--- src/rtl/cache_pmem_arbiter.sv ---
// Shares the single physical-memory line port between the I-cache and the D-cache.
// Simultaneous requests are arbitrated round-robin. The winner's request is latched
// into registered pmem outputs, and the memory response is routed back to that
// cache only.
module cache_pmem_arbiter #(
   parameter int ADDR_WIDTH  = 32,
   parameter int LINE_WIDTH  = 256,
   parameter int OFFSET_BITS = 5
) (
   input  logic                  clk,
   input  logic                  rst,
   input  logic                  icache_pmem_read,
   input  logic [ADDR_WIDTH-1:0] icache_pmem_address,
   output logic [LINE_WIDTH-1:0] icache_pmem_rdata,
   output logic                  icache_pmem_resp,
   input  logic                  dcache_pmem_read,
   input  logic                  dcache_pmem_write,
   input  logic [ADDR_WIDTH-1:0] dcache_pmem_address,
   input  logic [LINE_WIDTH-1:0] dcache_pmem_wdata,
   output logic [LINE_WIDTH-1:0] dcache_pmem_rdata,
   output logic                  dcache_pmem_resp,
   output logic                  pmem_read,
   output logic                  pmem_write,
   output logic [ADDR_WIDTH-1:0] pmem_address,
   output logic [LINE_WIDTH-1:0] pmem_wdata,
   input  logic [LINE_WIDTH-1:0] pmem_rdata,
   input  logic                  pmem_resp
);

   typedef enum logic [1:0] {
      IDLE   = 2'd0,
      I_BUSY = 2'd1,
      D_BUSY = 2'd2,
      DONE   = 2'd3
   } state_e;

   typedef enum logic {
      GRANT_I = 1'b0,
      GRANT_D = 1'b1
   } grant_e;

   state_e                state_q, state_d;
   grant_e                last_grant_q, last_grant_d;
   logic                  pmem_read_q, pmem_read_d;
   logic                  pmem_write_q, pmem_write_d;
   logic [ADDR_WIDTH-1:0] pmem_address_q, pmem_address_d;
   logic [LINE_WIDTH-1:0] pmem_wdata_q, pmem_wdata_d;

   logic i_req;
   logic d_req;
   logic pick_d;

   // Line offsets never reach memory; only the line-aligned upper bits are used.
   logic unused_offset_bits;
   assign unused_offset_bits = ^{icache_pmem_address[OFFSET_BITS-1:0],
                                 dcache_pmem_address[OFFSET_BITS-1:0]};

   assign i_req  = icache_pmem_read;
   assign d_req  = dcache_pmem_read | dcache_pmem_write;
   // On a tie the cache that did not win last time gets the port.
   assign pick_d = d_req & (~i_req | (last_grant_q == GRANT_I));

   // State register: FSM state, round-robin pointer and the registered pmem request.
   always_ff @(posedge clk) begin
      if (rst) begin
         state_q        <= IDLE;
         last_grant_q   <= GRANT_I;
         pmem_read_q    <= 1'b0;
         pmem_write_q   <= 1'b0;
         pmem_address_q <= '0;
         pmem_wdata_q   <= '0;
      end else begin
         state_q        <= state_d;
         last_grant_q   <= last_grant_d;
         pmem_read_q    <= pmem_read_d;
         pmem_write_q   <= pmem_write_d;
         pmem_address_q <= pmem_address_d;
         pmem_wdata_q   <= pmem_wdata_d;
      end
   end

   // Next-state logic: grant from IDLE, wait for memory while busy, then one DONE
   // cycle so a requester's still-held request cannot immediately re-grant.
   always_comb begin
      state_d        = state_q;
      last_grant_d   = last_grant_q;
      pmem_read_d    = pmem_read_q;
      pmem_write_d   = pmem_write_q;
      pmem_address_d = pmem_address_q;
      pmem_wdata_d   = pmem_wdata_q;
      case (state_q)
         IDLE: begin
            if (pick_d) begin
               state_d        = D_BUSY;
               last_grant_d   = GRANT_D;
               pmem_address_d = {dcache_pmem_address[ADDR_WIDTH-1:OFFSET_BITS], {OFFSET_BITS{1'b0}}};
               pmem_write_d   = dcache_pmem_write;
               pmem_read_d    = dcache_pmem_read & ~dcache_pmem_write;
               if (dcache_pmem_write) begin
                  pmem_wdata_d = dcache_pmem_wdata;
               end
            end else if (i_req) begin
               state_d        = I_BUSY;
               last_grant_d   = GRANT_I;
               pmem_address_d = {icache_pmem_address[ADDR_WIDTH-1:OFFSET_BITS], {OFFSET_BITS{1'b0}}};
               pmem_read_d    = 1'b1;
               pmem_write_d   = 1'b0;
            end
         end
         I_BUSY, D_BUSY: begin
            if (pmem_resp) begin
               state_d      = DONE;
               pmem_read_d  = 1'b0;
               pmem_write_d = 1'b0;
            end
         end
         DONE: begin
            state_d = IDLE;
         end
         default: begin
            state_d = IDLE;
         end
      endcase
   end

   // Output logic: the memory response goes only to the cache that owns the port.
   always_comb begin
      icache_pmem_resp  = 1'b0;
      dcache_pmem_resp  = 1'b0;
      icache_pmem_rdata = pmem_rdata;
      dcache_pmem_rdata = pmem_rdata;
      if (rst) begin
         icache_pmem_rdata = '0;
         dcache_pmem_rdata = '0;
      end else if (pmem_resp) begin
         icache_pmem_resp = (state_q == I_BUSY);
         dcache_pmem_resp = (state_q == D_BUSY);
      end
   end

   assign pmem_read    = pmem_read_q;
   assign pmem_write   = pmem_write_q;
   assign pmem_address = pmem_address_q;
   assign pmem_wdata   = pmem_wdata_q;

endmodule

--- config.mk ---
export PLATFORM = sky130hd
export DESIGN_NAME = cache_pmem_arbiter
export DESIGN_NICKNAME = d
export VERILOG_FILES = /design/src/rtl/cache_pmem_arbiter.sv
export SDC_FILE = /design/constraint.sdc
export NUM_CORES = 1
export LEC_CHECK = 0
export BUFFER_PORTS_ARGS = -buffer_cell sky130_fd_sc_hd__buf_2
export CAP_MARGIN = 40
export CORE_AREA = 10 10 528 530
export CTS_CLUSTER_DIAMETER = 150
export CTS_CLUSTER_SIZE = 28
export DETAILED_ROUTE_END_ITERATION = 8
export DIE_AREA = 0 0 538 540
export PLACE_DENSITY = 0.32
export SYNTH_ARGS = -nofsm -noshare
export SYNTH_HDL_FRONTEND = slang
export SYNTH_SLANG_ARGS = --single-unit
--- constraint.sdc ---
create_clock -name clk -period 2 [get_ports clk]
set_input_delay 0.4 -clock clk [delete_from_list [all_inputs] [get_ports clk]]
set_output_delay 0.4 -clock clk [all_outputs]
set_load 0.01 [all_outputs]
==> results.cfg <==
[timing]
finalHoldViolCount = 0
post-route-min-period_ns = 1.97
unrepaired_setup_endpoints_after_global_routing = true
maxClockFrequency_mhz = 507
setup_violations = 0
final_max_slew_viol_count = 0
holdWs_ns = 0.0624
fin_skew_ns = 0.0264
post-route-period-util = 0.987

[grt]
grt_first_pass_wirelength_mm = 235
overall_fraction_of_global_route_tracks_in_use = 0.124
overflow = 0
grt_start_max_net_pins = 69
antenna_found_initial = 212
grt_pass1_vias = 20076

[pwr]
power.combinational.fraction = 0.484
leakage_nw = 12.3
vdd_drop_max_uv = 556
report.power.total_w = 0.0236
switch_pwr_w = 0.0107
sequentialPowerShare = 0.322
power.switching_fraction = 0.455
pwr_density_cell_nw_per_um2 = 847
clock_power_share = 0.194
power_report.internal_total_w = 0.0129

[yosys]
syn_area_per_cell_um2 = 8.02
post_synth_num_cell_types = 41
synthesis.area_um2 = 15300
ys_seq_area_frac = 0.377
synth.ff_latch_count = 288
postSynth.topFlopCell = sky130_fd_sc_hd__dfxtp_1
synth-async-reset-ratio = 0
synth_cells = 1905
count_of_flip_flops_with_a_built_in_enable_after_synthesis = 0
ys.warnings.count = 0

[cts]
ctsRootBufferMaster = sky130_fd_sc_hd__clkbuf_16
tritoncts_clock_tree = yes
htree_num_levels = 1
cts-buffers-inserted = 18
bufs_on_longest_clock_path = 3
cts.sink_count = 288
clkTransAtPathRegs_ns = 0.10
insertion_delay_ns = 0.60

[floorplanning]
fp.coreArea_um2 = 267000
fp.dieH_um = 540
core.rowCount = 190
design.die.area_um2 = 291000
initial_utilization = 0.0571
io_pins = 1386
die_x_um = 538

[critical_path]
start_kind = flip-flop
critical_path.max_fanout = 3
critPathRequiredTime_ns = 1.60
crit_path_arrival_time_ns = 1.57
timing.setup.critical_path_class = flip-flop to primary output
timing.rr.start = state_q[0]
reg2reg_to = pmem_wdata[206]
critPathCaptureType = primary output
timing.reg2reg.setup_slack_ns = 0.19
r2r_cells = 8

[routing]
finalWirelength_mm = 192
drcViolationCount = 0
post_drt_wl_per_cell_um = 28.3
dr_total_vias = 20081
route.antenna.remaining_nets = 0
detailed_routing_iteration_count_for_the_pre_antenna_repair_pass = 5
post_drt_via_cell_ratio = 2.95
initialDrtViolationCount = 1046

[worst_hold_path]
hold_path_class = input pin to flip-flop
min_delay_path_depth = 3
worst_hold_startpoint = dcache_pmem_wdata[205]
worst_hold_end = pmem_wdata[205]

[finish]
fin_nets = 3781
drive_gt1_frac = 0.484
area_growth_syn_to_layout_pct = 82.7
design_area_um2 = 27900

[run]
cap_viol_max_count = 0

[placement]
place_area_um2 = 24700
port_buffers = 1370
dp.final_hpwl_mm = 174
gpl.final_weighted_congestion = 0.913

[outcome]
run_status = complete, no violations
[critical path, stage by stage (launching register included)]
cell                      delay (ns)
sky130_fd_sc_hd__dfxtp_4        0.40
sky130_fd_sc_hd__inv_4          0.04
sky130_fd_sc_hd__ha_4           0.18
sky130_fd_sc_hd__and3b_1        0.21
sky130_fd_sc_hd__buf_6          0.13
[power groups by stage]
stage | combinational (W) | sequential (W) | clock [W]
6_report | 0.0114 | 0.00761 | 0.00459
5_1_grt | 0.0126 | 0.00777 | 0.00503
4_1_cts | 0.0119 | 0.00761 | 0.00492
3_5_place_dp | 0.0114 | 0.00773 | 0
3_3_place_gp | 0.0114 | 0.00768 | 0
2_1_floorplan | 0.00482 | 0.00826 | 0
[area by class of cell]
cell class | instances | area, um2
multi-input combinational | 1172 | 6450
inverter | 2 | 12.5
fill | 31434 | 240000
timing repair buffer | 1713 | 10500
tap | 3552 | 4440
antenna | 47 | 118
clock inverter | 9 | 159
sequential | 288 | 5770
clock buffer | 19 | 475
[worst max path at each step]
stage / start / end / slack [ns] / depth (start not counted)
6_report: state_q[1] / icache_pmem_resp / 0.03 / 4
5_1_grt: state_q[0] / dcache_pmem_resp / -0.06 / 4
4_1_cts: state_q[0] / dcache_pmem_resp / -0.14 / 5
3_5_place_dp: rst / dcache_pmem_rdata[15] / -0.04 / 4
3_3_place_gp: rst / dcache_pmem_rdata[15] / -0.03 / 4
2_1_floorplan: rst / icache_pmem_rdata[100] / 0.24 / 5
[cell families (layout without fill, tap and decap cells)]
kind of cell	after synthesis	in the layout	share of synthesized area
flops	288	288	0.377
mux	1	1	0.000655
buf+inv	449	1743	0.207
simple gates	609	609	0.219
compound gates	553	553	0.193
other cells	1	52	0.000246
fa+ha+maj	4	4	0.00328
[sequential cells by signal (all words and copies together), names as in the netlist]
name and cells:
last_grant_q 1, pmem_address 27, pmem_read 1, pmem_wdata 256, pmem_write 1, state_q 2
[timing repair]
action | in CTS | in global routing
hold buffers | 232 | 0
resized for setup | 22 | 6
endpoints found under the setup margin | 8 | 36
setup buffers | 2 | 0
endpoints found under the hold margin | 217 | 0
[Yosys cell counts, types with 3 or more instances]
cell type                  number  area [um2]
sky130_fd_sc_hd__dfxtp_1      288        5770
sky130_fd_sc_hd__a311oi_1      28         245
sky130_fd_sc_hd__buf_1          6        22.5
sky130_fd_sc_hd__nand3_1      246        1230
sky130_fd_sc_hd__buf_2         21         105
sky130_fd_sc_hd__ha_1           4        50.1
sky130_fd_sc_hd__clkbuf_1      93         349
sky130_fd_sc_hd__a21oi_1      250        1250
sky130_fd_sc_hd__buf_4        272        2040
sky130_fd_sc_hd__a21oi_2       10        87.6
sky130_fd_sc_hd__o21ai_0      213        1070
sky130_fd_sc_hd__nand3_2       10         100
sky130_fd_sc_hd__nand2_1       58         218
sky130_fd_sc_hd__nor2b_1      256        1600
sky130_fd_sc_hd__buf_6         46         518
sky130_fd_sc_hd__o21ai_1       44         220
sky130_fd_sc_hd__nor2_1        28         105
sky130_fd_sc_hd__clkbuf_2       3        15.0
sky130_fd_sc_hd__buf_8          3        45.0
[layer usage]
layer	global-route usage	wire, um	up-vias	part of all wire
li1	-	-	8844	-
met1	0.116	61600	9358	0.32
met2	0.225	94800	1343	0.49
met3	0.0652	24600	470	0.13
met4	0.0507	10800	66	0.056
met5	0	415	-	0.0022
[through the flow]
stage,worst slack [ns],util,TNS [ns],std cells
3_3_place_gp,-0.0294,0.0925,-0.0759,6495
2_1_floorplan,0.245,-,0,1909
3_5_place_dp,-0.0449,0.0925,-0.113,6495
6_report,0.0269,0.104,0,6802
4_1_cts,-0.140,0.104,-0.278,6757
5_1_grt,-0.0608,0.104,-0.106,6792
[placed cells by master, fill, tap and decap left out, types with 2 or more instances in the layout]
master | synthesis | routed
sky130_fd_sc_hd__buf_16 | 0 | 2
sky130_fd_sc_hd__nor2_1 | 28 | 28
sky130_fd_sc_hd__o21ai_1 | 44 | 44
sky130_fd_sc_hd__a21oi_1 | 250 | 250
sky130_fd_sc_hd__nor2b_2 | 0 | 5
sky130_fd_sc_hd__inv_4 | 0 | 2
sky130_fd_sc_hd__a21oi_2 | 10 | 10
sky130_fd_sc_hd__dlygate4sd3_1 | 0 | 232
sky130_fd_sc_hd__a311oi_1 | 28 | 28
sky130_fd_sc_hd__clkbuf_16 | 0 | 19
sky130_fd_sc_hd__buf_12 | 2 | 31
sky130_fd_sc_hd__nor2b_1 | 256 | 251
sky130_fd_sc_hd__nand3_2 | 10 | 10
sky130_fd_sc_hd__conb_1 | 1 | 5
sky130_fd_sc_hd__o21ai_0 | 213 | 213
sky130_fd_sc_hd__clkinv_4 | 0 | 2
sky130_fd_sc_hd__diode_2 | 0 | 47
sky130_fd_sc_hd__nand2b_1 | 2 | 2
sky130_fd_sc_hd__buf_6 | 46 | 3
sky130_fd_sc_hd__and2_4 | 1 | 2
sky130_fd_sc_hd__nand2_4 | 0 | 2
sky130_fd_sc_hd__clkinv_16 | 0 | 3
sky130_fd_sc_hd__and3b_1 | 2 | 2
sky130_fd_sc_hd__inv_8 | 0 | 2
sky130_fd_sc_hd__buf_4 | 272 | 81
sky130_fd_sc_hd__dfxtp_1 | 288 | 286
sky130_fd_sc_hd__nand3_1 | 246 | 246
sky130_fd_sc_hd__nand2_1 | 58 | 56
sky130_fd_sc_hd__buf_2 | 21 | 1363
sky130_fd_sc_hd__ha_4 | 0 | 3
sky130_fd_sc_hd__dfxtp_4 | 0 | 2
Note: power is estimated with default switching activity, not from simulation.
